File: src/rtl/regfile_wb_arbiter.sv
`default_nettype none
// ============================================================================
// Module   : regfile_wb_arbiter
// Purpose  : Two-port writeback arbiter feeding a single register-file write
//            port, with a busy scoreboard for RAW hazard detection.
//            Optional macro WB_RR_ARB_EN selects round-robin arbitration
//            (default: fixed priority, port 0 over port 1).
// Revision : 1.0  initial release
// ============================================================================
module regfile_wb_arbiter #(
  parameter int XLEN = 32,
  parameter int NREG = 32,
  localparam int AW  = $clog2(NREG)
) (
  input  logic            clk,
  input  logic            reset,
  input  logic            wb0_valid,
  output logic            wb0_ready,
  input  logic [AW-1:0]   wb0_addr,
  input  logic [XLEN-1:0] wb0_data,
  input  logic            wb1_valid,
  output logic            wb1_ready,
  input  logic [AW-1:0]   wb1_addr,
  input  logic [XLEN-1:0] wb1_data,
  input  logic            issue_valid,
  input  logic [AW-1:0]   issue_rd,
  input  logic [AW-1:0]   rs1_addr,
  input  logic [AW-1:0]   rs2_addr,
  output logic            rs1_busy,
  output logic            rs2_busy,
  output logic            reg_we,
  output logic [AW-1:0]   writeaddr,
  output logic [XLEN-1:0] writedata
);

  localparam logic [AW-1:0] c_zero_addr = '0;

  logic            r_buf0_full;
  logic [AW-1:0]   r_buf0_addr;
  logic [XLEN-1:0] r_buf0_data;
  logic            r_buf1_full;
  logic [AW-1:0]   r_buf1_addr;
  logic [XLEN-1:0] r_buf1_data;

  logic            w_prio1;
  logic            w_grant0;
  logic            w_grant1;
  logic            w_grant_any;
  logic            w_xfer0;
  logic            w_xfer1;
  logic            w_cap0;
  logic            w_cap1;
  logic [NREG-1:0] w_busy;

  // w_prio1 high means port 1 wins a contested cycle.
  assign w_grant0    = r_buf0_full && (!r_buf1_full || !w_prio1);
  assign w_grant1    = r_buf1_full && (!r_buf0_full ||  w_prio1);
  assign w_grant_any = w_grant0 || w_grant1;

  assign wb0_ready = !r_buf0_full || w_grant0;
  assign wb1_ready = !r_buf1_full || w_grant1;

  assign w_xfer0 = wb0_valid && wb0_ready;
  assign w_xfer1 = wb1_valid && wb1_ready;
  assign w_cap0  = w_xfer0 && (wb0_addr != c_zero_addr);
  assign w_cap1  = w_xfer1 && (wb1_addr != c_zero_addr);

`ifdef WB_RR_ARB_EN
  logic r_prio_ptr;

  assign w_prio1 = r_prio_ptr;

  // After a contested grant the loser takes priority.
  always_ff @(posedge clk or negedge reset) begin
    if (!reset) begin
      r_prio_ptr <= 1'b0;
    end else if (r_buf0_full && r_buf1_full) begin
      r_prio_ptr <= w_grant0;
    end
  end
`else
  assign w_prio1 = 1'b0;
`endif

  always_ff @(posedge clk or negedge reset) begin
    if (!reset) begin
      r_buf0_full <= 1'b0;
      r_buf0_addr <= '0;
      r_buf0_data <= '0;
    end else if (w_cap0) begin
      r_buf0_full <= 1'b1;
      r_buf0_addr <= wb0_addr;
      r_buf0_data <= wb0_data;
    end else if (w_grant0) begin
      r_buf0_full <= 1'b0;
    end
  end

  always_ff @(posedge clk or negedge reset) begin
    if (!reset) begin
      r_buf1_full <= 1'b0;
      r_buf1_addr <= '0;
      r_buf1_data <= '0;
    end else if (w_cap1) begin
      r_buf1_full <= 1'b1;
      r_buf1_addr <= wb1_addr;
      r_buf1_data <= wb1_data;
    end else if (w_grant1) begin
      r_buf1_full <= 1'b0;
    end
  end

  // Address/data hold their last value on idle cycles.
  always_ff @(posedge clk or negedge reset) begin
    if (!reset) begin
      reg_we    <= 1'b0;
      writeaddr <= '0;
      writedata <= '0;
    end else if (w_grant_any) begin
      reg_we    <= 1'b1;
      writeaddr <= w_grant1 ? r_buf1_addr : r_buf0_addr;
      writedata <= w_grant1 ? r_buf1_data : r_buf0_data;
    end else begin
      reg_we    <= 1'b0;
    end
  end

  assign w_busy[0] = 1'b0;

  for (genvar gi = 1; gi < NREG; gi++) begin : g_busy
    logic r_busy_bit;

    // A new writer issuing on the clearing edge keeps the register busy.
    always_ff @(posedge clk or negedge reset) begin
      if (!reset) begin
        r_busy_bit <= 1'b0;
      end else if (issue_valid && (issue_rd == AW'(gi))) begin
        r_busy_bit <= 1'b1;
      end else if (reg_we && (writeaddr == AW'(gi))) begin
        r_busy_bit <= 1'b0;
      end
    end

    assign w_busy[gi] = r_busy_bit;
  end

  assign rs1_busy = w_busy[rs1_addr];
  assign rs2_busy = w_busy[rs2_addr];

endmodule
`default_nettype wire
File: config.mk
export PLATFORM = sky130hd
export DESIGN_NAME = regfile_wb_arbiter
export DESIGN_NICKNAME = d
export VERILOG_FILES = /design/src/rtl/regfile_wb_arbiter.sv
export SDC_FILE = /design/constraint.sdc
export NUM_CORES = 1
export LEC_CHECK = 0
export ABC_CLOCK_PERIOD_IN_PS = 1600
export CELL_PAD_IN_SITES_DETAIL_PLACEMENT = 1
export CELL_PAD_IN_SITES_GLOBAL_PLACEMENT = 1
export CORE_MARGIN = 2
export CORE_UTILIZATION = 36
export DETAILED_ROUTE_END_ITERATION = 10
export HOLD_SLACK_MARGIN = 0.12
export PLACE_DENSITY = 0.77
export REMOVE_ABC_BUFFERS = 1
export SLEW_MARGIN = 30
export SYNTH_ARGS = -nofsm -noshare
export SYNTH_HDL_FRONTEND = slang
export SYNTH_SLANG_ARGS = --single-unit
File: constraint.sdc
create_clock -name clk -period 1.6 [get_ports clk]
set_clock_uncertainty 0.2 [all_clocks]
set_input_delay 0.24 -clock clk [delete_from_list [all_inputs] [get_ports clk]]
set_output_delay 0.24 -clock clk [all_outputs]
set_load 0.01 [all_outputs]
==> results.sh <==
export IMPL_violations="setup timing"
export IMPL_cts_sinks=145
export IMPL_grt_max_degree=75
export IMPL_met3_length_um=1470
export IMPL_switching_share_pct=28.7
export IMPL_grt_pass1_vias=6026
export IMPL_root_buffer="clkbuf_16"
export IMPL_synth_top_area_cell="dfrtp_1"
export IMPL_totalWireLength_um=22300
export IMPL_synth_seq_cells=145
export IMPL_internal_power_mw=8.87
export IMPL_cts_buffer_depth=2
export IMPL_async_flop_share_pct=100
export IMPL_first_iter_violations=243
export IMPL_grt_pass1_wl_um=34200
export IMPL_p_sw_mw=3.57
export IMPL_path_clk_slew_ps=60
export IMPL_die_w_um=138
export IMPL_die_height_um=138
export IMPL_viasPerCell=5.35
export IMPL_grt_util_all_layers_pct=24.4
export IMPL_outcome="finished with violations"
export IMPL_start_util_pct=37.0
export IMPL_end_kind="primary output"
export IMPL_clk_latency_ps=430
export IMPL_rows=48
export IMPL_rsz0062_at_grt="true"
export IMPL_crit_type="reg2out"
export IMPL_synth_edf_count=0
export IMPL_netlist_area_mm2=0.00644
export IMPL_drive_above_1_share_pct=27.9
export IMPL_drc_errors=0
export IMPL_gp_congestion=0.897
export IMPL_grt_overflow=0
export IMPL_nets=835
export IMPL_netlist_top_cells_area="dfrtp_1 (56%), mux2_2 (9.1%), mux2i_1 (8.4%), o21ai_0 (7.7%), nand2_1 (3.7%)"
export IMPL_num_fill_cells=1773
export IMPL_top_layer="met4"
export IMPL_antenna_found_initial=0
export IMPL_syn_area_per_cell_um2=11.9
export IMPL_io_pins=136
export IMPL_diodes=0
export IMPL_syn_inst=539
export IMPL_detailed_place_hpwl_um=13500
export IMPL_cts_tree="done"
export IMPL_synth_top_area_share_pct=56.3
export IMPL_dr_pass1_iters=4
export IMPL_wl_met1_um=8530
export IMPL_power_density_mw_per_mm2=1280
export IMPL_setup_ws_ps=-735
export IMPL_coreArea_mm2=0.0174
export IMPL_ff2ff_setup_slack_ps=10
export IMPL_area_growth_syn_to_layout_pct=50.6
export IMPL_vias=5234
export IMPL_synth_main_ff_cell="dfrtp_1"
export IMPL_htreeDepth=4
export IMPL_required_ps=1160
export IMPL_final_min_clock_period_ps=2330
export IMPL_comb_power_share_pct=25.3
export IMPL_synth_cell_type_count=34
export IMPL_max_cap_violations=0
export IMPL_setup_viol=45
export IMPL_fmax_mhz=428
export IMPL_p_leak_nw=4.41
export IMPL_hold_viol_final=0
export IMPL_final_util_pct=55.7
export IMPL_crit_fanout=3
export IMPL_stdcell_count=979
export IMPL_fin_crit_sh_pct=146
export IMPL_seq_area_frac_synth_pct=56.3
export IMPL_wl_per_cell_um=22.8
export IMPL_die_area_mm2=0.0190
export IMPL_clockPowerShare_pct=33.6
export IMPL_worstPathArrival_ps=1890
export IMPL_io_buffer_count=134
export IMPL_min_path_type="in2reg"
export IMPL_ys_warnings_count=0
export IMPL_timing_final_max_slew_violations=0
export IMPL_start_kind="flip-flop"
export IMPL_cts_buffers=17
export IMPL_ant_nets=0
export IMPL_dp_cells=913
export IMPL_wl_met2_um=11800
export IMPL_seqPwrFrac_pct=41.1
export IMPL_peakVddDrop_mv=0.798
-- sequential cells by signal, indices dropped and copies added (netlist names) --
name and count:
g_busy.r_busy_bit 31, r_buf0_addr 5, r_buf0_full 1, r_buf1_addr 5
writeaddr 5, writedata 32, r_buf1_data 32, r_buf0_data 32
reg_we 1, r_buf1_full 1
-- path summary, 6_finish.rpt --
path | from | end | cells after the start
worst min-delay path | wb0_addr[3] | r_buf0_full | 6
worst max register to register | r_buf1_full | r_buf1_data[29] | 5
worst max-delay path | g_busy[16].r_busy_bit | rs1_busy | 5
max in group asynchronous | reset | g_busy[17].r_busy_bit | 4
min in group asynchronous | reset | r_buf0_data[21] | 3
worst min register to register | r_buf0_data[26] | writedata[26] | 2
-- layout make-up --
class                      instances  area [um^2]  share of cell area, %
tap                              225          282                   2.90
clock buffer                      24          502                   5.17
clock inverter                     8          124                   1.28
multi-input combinational        364         2930                   30.2
timing repair buffer             210         2220                   22.9
sequential                       145         3630                   37.5
inverter                           3         11.3                  0.116
-- cells in the mapped netlist, types with 5 or more instances --
cell type / count
dfrtp_1: 145
mux2_1: 18
nor2_1: 7
mux4_2: 6
nor2b_1: 9
nand2b_1: 9
clkbuf_1: 10
nand3_1: 14
mux2i_1: 54
o21ai_0: 99
buf_2: 8
nand2_1: 63
a21oi_1: 5
mux2_2: 52
-- critical path: stages (launching register included) --
cell and delay (ps):
dfrtp_1 420, mux4_2 470, mux2_4 280, nand3b_1 90
nand4_1 80, buf_2 150
-- per-layer routing --
metal	GRT usage, %	vias up
met2	44.0	176
met4	8.45	0
met3	7.36	37
met5	0	-
met1	27.4	2695
li1	-	2326
-- power groups by stage --
stage | clock, mW | sequential, mW | combinational (mW)
floorplan | 0 | 5.02 | 1.24
global placement | 0 | 5.08 | 2.57
detailed placement | 0 | 5.13 | 2.73
CTS | 4.26 | 5.07 | 3.05
global route | 4.41 | 5.20 | 3.42
finish | 4.18 | 5.11 | 3.15
-- metrics by stage --
stage / total power, mW / hold slack, ps / cell area (um^2) / setup TNS [ps] / worst slack [ps]
after floorplan: 6.26 / -256 / 6280 / -135950 / -1570
after global placement: 7.64 / -28.9 / 8350 / -58330 / -1150
after detailed placement: 7.85 / -21.1 / 8350 / -63960 / -1200
after CTS: 12.4 / 203 / 9600 / -2780 / -750
after global routing: 13.0 / 208 / 9700 / -3600 / -809
final: 12.4 / 210 / 9700 / -3060 / -735
-- placed cells by master, fill, tap and decap left out, types with 3 or more instances in the layout --
cell             count
nand2b_1             7
dlygate4sd2_1       28
clkbuf_8             5
mux4_2               6
clkbuf_16           19
nor2_1               6
mux2i_1             53
buf_2                5
buf_12              11
nand3_1             12
nand4_1              4
buf_16               7
buf_6               12
o21ai_1             11
mux2_2              13
nor2b_1              6
dfrtp_2              5
dfrtp_1            140
clkdlybuf4s50_1     81
mux2_4              57
nand3b_1             3
bufinv_16            3
buf_4               39
or2_2                3
dlygate4sd3_1       10
a21oi_1              5
inv_1                3
o21ai_0             88
nand2_1             61
a22oi_1              4
clkdlybuf4s15_1     11
-- what timing repair did --
action	CTS	global route
gates resized for setup	178	37
hold buffers	10	0
endpoints found under the setup margin	121	167
hold endpoints to repair	153	0
gates cloned	7	2
buffers inserted	15	2
pin swaps	6	5
-- kinds of logic after synthesis --
| group | Yosys count | synth area share (%) |
|---|---|---|
| AO/OA/AOI/OAI | 115 | 9.48 |
| buffers and inverters | 30 | 2.72 |
| flip-flops | 145 | 56.3 |
| multiplexers | 130 | 22.7 |
| other | 1 | 0.0582 |
| AND/OR/NAND/NOR | 118 | 8.67 |
Note: power is estimated with default switching activity, not from simulation.
==> RTL change 1, RTL diff (config.mk and constraints unchanged) <==
Set the parameter `XLEN` to 16 (it was 32).
--- a/src/rtl/regfile_wb_arbiter.sv
+++ b/src/rtl/regfile_wb_arbiter.sv
@@ -9,5 +9,5 @@
 // ============================================================================
 module regfile_wb_arbiter #(
-  parameter int XLEN = 32,
+  parameter int XLEN = 16,
   parameter int NREG = 32,
   localparam int AW  = $clog2(NREG)
Interface: changed (resized wb0_data, wb1_data and writedata); port bits go from 136 to 88. No check against the original RTL was run, so the function may have changed too.
==> RTL change 1 against the unedited design <==
- the flow still finishes with violations (setup timing)
- fmax is 1.7% higher
- cell area is 33% lower
- power is 36% lower
- wire length is 34% lower
- critical endpoint unchanged
- area after synthesis is 29% lower
- setup slack better by 0.039 ns
- largest power group unchanged
- sequential cell count is 48 lower
- critical path type unchanged
- synthesized cell count is 25% lower
- global-route usage is 1.3 points lower
==> RTL change 1: results (changes against the unedited design) <==
status: finished, violations left (unchanged)
failing checks: setup timing (unchanged)
metal3 WL: 893 um (was 1465 um)
grt met1 use: 27.04% (was 27.42%)
pre-CTS setup slack: -1.194 ns (was -1.197 ns)
initial antenna violation count: 1 (was 0)
Final #Nets: 602 (was 835)
gp weighted congestion: 0.8919 (was 0.8966)
share of layout cells above drive strength 1: 25.87% (was 27.85%)
worst r2r src: r_buf0_full (was r_buf1_full)
switching pwr: 2.597 mW (was 3.571 mW)
metal2 WL: 7452 um (was 11810 um)
TritonRoute pass-1 iters: 5 (was 4)
top area cells in the synthesized netlist: dfrtp_1, o21ai_0, mux2_2 (was dfrtp_1, mux2_2, mux2i_1)
final setup TNS: -2.104 ns (was -3.061 ns)
Skew-Pair Late Insertion Delay: 0.35 ns (was 0.43 ns)
met1 WL: 6036 um (was 8532 um)
VDD IR max: 0.8036 mV (was 0.7984 mV)
pin count of the biggest net entering global routing: 53 (was 75)
CP arrival: 1.86 ns (was 1.89 ns)
synth unique cells: 33 (was 34)
H-tree depth: 3 (was 4)
WL/cell: 20.56 um (was 22.79 um)
Overall Global Routing Usage: 23.12% (was 24.42%)
Largest Register: g_busy.r_busy_bit
final setup vio count: 22 (was 45)
combinational power: 2.32 mW (was 3.15 mW)
Seq/Total Area, Yosys: 53.43% (was 56.34%)
M3 GR Usage: 8.044% (was 7.358%)
met2 usage: 40.00% (was 43.97%)
Top Metal Used: met5 (was met4)
Worst R2R Setup Slack: 0.03 ns (was 0.01 ns)
Worst R2R End: r_buf1_addr[2] (was r_buf1_data[29])
IO buf count: 86 (was 134)
first-pass GRT wire length: 23000 um (was 34180 um)
Post-DP HPWL: 9953 um (was 13480 um)
DRT iter0 DRCs: 141 (was 243)
Crit. Startpoint: g_busy[18].r_busy_bit (was g_busy[16].r_busy_bit)
post-route setup slack: -0.6962 ns (was -0.7348 ns)
[RTL change 1: cell types whose count changed after synthesis, sizes merged]
cell,delta
dfrtp,-48
o21ai,-16
clkbuf,-2
buf,-6
nand2,-16
mux2i,-16
mux2,-32
[RTL change 1: cells by family after synthesis]
logic type / synth area share (%)
other: 0.08254
DFF: 53.43
and+or+nand+nor: 11.04
muxes: 20.77
AOI/OAI and AO/OA: 11.95
buffers and inverters: 2.727
[RTL change 1: final cells by class]
class | count | area (um2)
Clock buffer | 11 | 232.7
Clock inverter | 5 | 40.04
Fill cell | 1351 | 5962
Inverter | 3 | 11.26
Multi-Input combinational cell | 284 | 2186
Sequential cell | 97 | 2430
Tap cell | 172 | 215.2
Timing Repair Buffer | 145 | 1389
[RTL change 1: what timing repair did]
item / CTS / global route
buffers inserted: 7 / 2
resized for setup: 113 / 25
cloned: 3 / 0
setup endpoints to repair: 68 / 64
pin swaps: 5 / 7
endpoints found under the hold margin: 103 / 1
hold buffers: 8 / 1
[RTL change 1: worst register-to-register path, cell delays in order (launching register included)]
cell,delay (ns)
dfrtp_1,0.39
nand2_2,0.14
o211ai_4,0.11
buf_6,0.15
buf_16,0.14
buf_6,0.12
a32o_1,0.20
[RTL change 1: worst min-delay path by stage]
stage	endpoint	depth (start not counted)	slack, ns
finish	r_buf0_addr[0]	4	0.13
detailed placement	g_busy[14].r_busy_bit	1	-0.12
global route	r_buf0_addr[0]	4	0.17
floorplan	g_busy[10].r_busy_bit	0	-0.26
global placement	g_busy[13].r_busy_bit	1	-0.12
CTS	r_buf0_addr[0]	4	0.15
[RTL change 1: stage by stage]
step	std cells	utilization [%]
floorplan	384	-
global placement	682	46.96
detailed placement	682	46.96
CTS	716	51.99
global route	717	52.17
finish	717	52.17
==> RTL change 2, RTL diff (config.mk and constraints unchanged) <==
Without the edit above. Build with the macro `WB_RR_ARB_EN` defined.
--- a/src/rtl/regfile_wb_arbiter.sv
+++ b/src/rtl/regfile_wb_arbiter.sv
@@ -8,4 +8,6 @@
 // Revision : 1.0  initial release
 // ============================================================================
+`define WB_RR_ARB_EN
+
 module regfile_wb_arbiter #(
   parameter int XLEN = 32,
Check against the original RTL: not equivalent (a bounded check fails within 4 cycles, from zero or initial values and one cycle with reset low).
==> RTL change 2 against the unedited design <==
- the flow still finishes with violations (setup timing)
- area after synthesis grew 0.85%
- register-to-register slack worse by 0.38 ns
- fmax shrank 0.15%
- non-clock buffer count up 19
- setup slack worse by 0.0036 ns
- sequential cell count is 1 higher
- die area increased by 0.83%
- cell area up 6.3%
- wire length is 19% higher
Power is not compared: it rests on default switching activity, and its combinational part moved more than twofold at a synthesized area within 25%.
==> RTL change 2: results (changes against the unedited design) <==
WL final: 26470 um (was 22310 um)
routed vias: 5462 (was 5234)
Setup crit end: rs2_busy (was rs1_busy)
pre-CTS setup slack: -1.166 ns (was -1.197 ns)
placed cell area: 8502 um2 (was 8351 um2)
share of layout cells above drive strength 1: 36.20% (was 27.85%)
final-layout clock buffer total: 22 (was 24)
Worst R2R Setup Slack: -0.37 ns (was 0.01 ns)
hold slack: 0.1050 ns (was 0.2098 ns)
FF-to-FF path depth: 8 (was 5)
synth unique cells: 30 (was 34)
post-synthesis mux area share: 23.23% (was 22.73%)
Hold Buf Count CTS: 9 (was 10)
bufs w/o clock: 229 (was 210)
non-clk buf share: 23.88% (was 22.87%)
Synth Area in Compound Gates: 9.748% (was 9.481%)
top area cells in the synthesized netlist: dfrtp_1, mux2i_1, mux2_2 (was dfrtp_1, mux2_2, mux2i_1)
Via density: 5.467 (was 5.346)
max incr delay on CP: 0.45 ns (was 0.47 ns)
status: finished, violations left (unchanged)
core area: 17840 um2 (was 17420 um2)
gp weighted congestion: 0.9395 (was 0.8966)
final setup vio count: 119 (was 45)
post-route setup slack: -0.7384 ns (was -0.7348 ns)
number of global-route vias before repair: 6536 (was 6026)
Overall Global Routing Usage: 28.04% (was 24.42%)
Clock buf/inv share: 5.713% (was 6.449%)
failing checks: setup timing (unchanged)
CTS sink cnt: 146 (was 145)
Seq/Total Area, Yosys: 56.25% (was 56.34%)
DRT iter0 DRCs: 313 (was 243)
Final #Nets: 850 (was 835)
Placed Cells: 919 (was 913)
==> RTL change 2: per-stage QoR <==
step	utilization (%)	power, mW
2_1_floorplan	-	8.684
3_3_place_gp	47.65	11.55
3_5_place_dp	47.65	11.96
4_1_cts	56.46	17.47
5_1_grt	57.82	19.24
6_report	57.82	18.46
==> RTL change 2: routing by layer <==
| layer | GRT usage, % | share of wire (%) |
|---|---|---|
| met1 | 30.05 | 37 |
| met2 | 51.46 | 53 |
| met3 | 7.828 | 5.7 |
| met4 | 12.35 | 3.6 |
| met5 | 0 | 0 |
==> RTL change 2: timing repair <==
| item | CTS | global route |
|---|---|---|
| resized for setup | 194 | 126 |
| setup buffers | 29 | 15 |
| gates cloned | 11 | 1 |
| endpoints found under the setup margin | 163 | 155 |
| pin swaps | 21 | 27 |
| endpoints found under the hold margin | 154 | 18 |
==> RTL change 2: report_power, final <==
part / switching [mW] / total (mW) / internal [mW]
registers: 1.30 / 6.43 / 5.13
logic: 3.73 / 8.00 / 4.27
clock network: 1.58 / 4.03 / 2.45
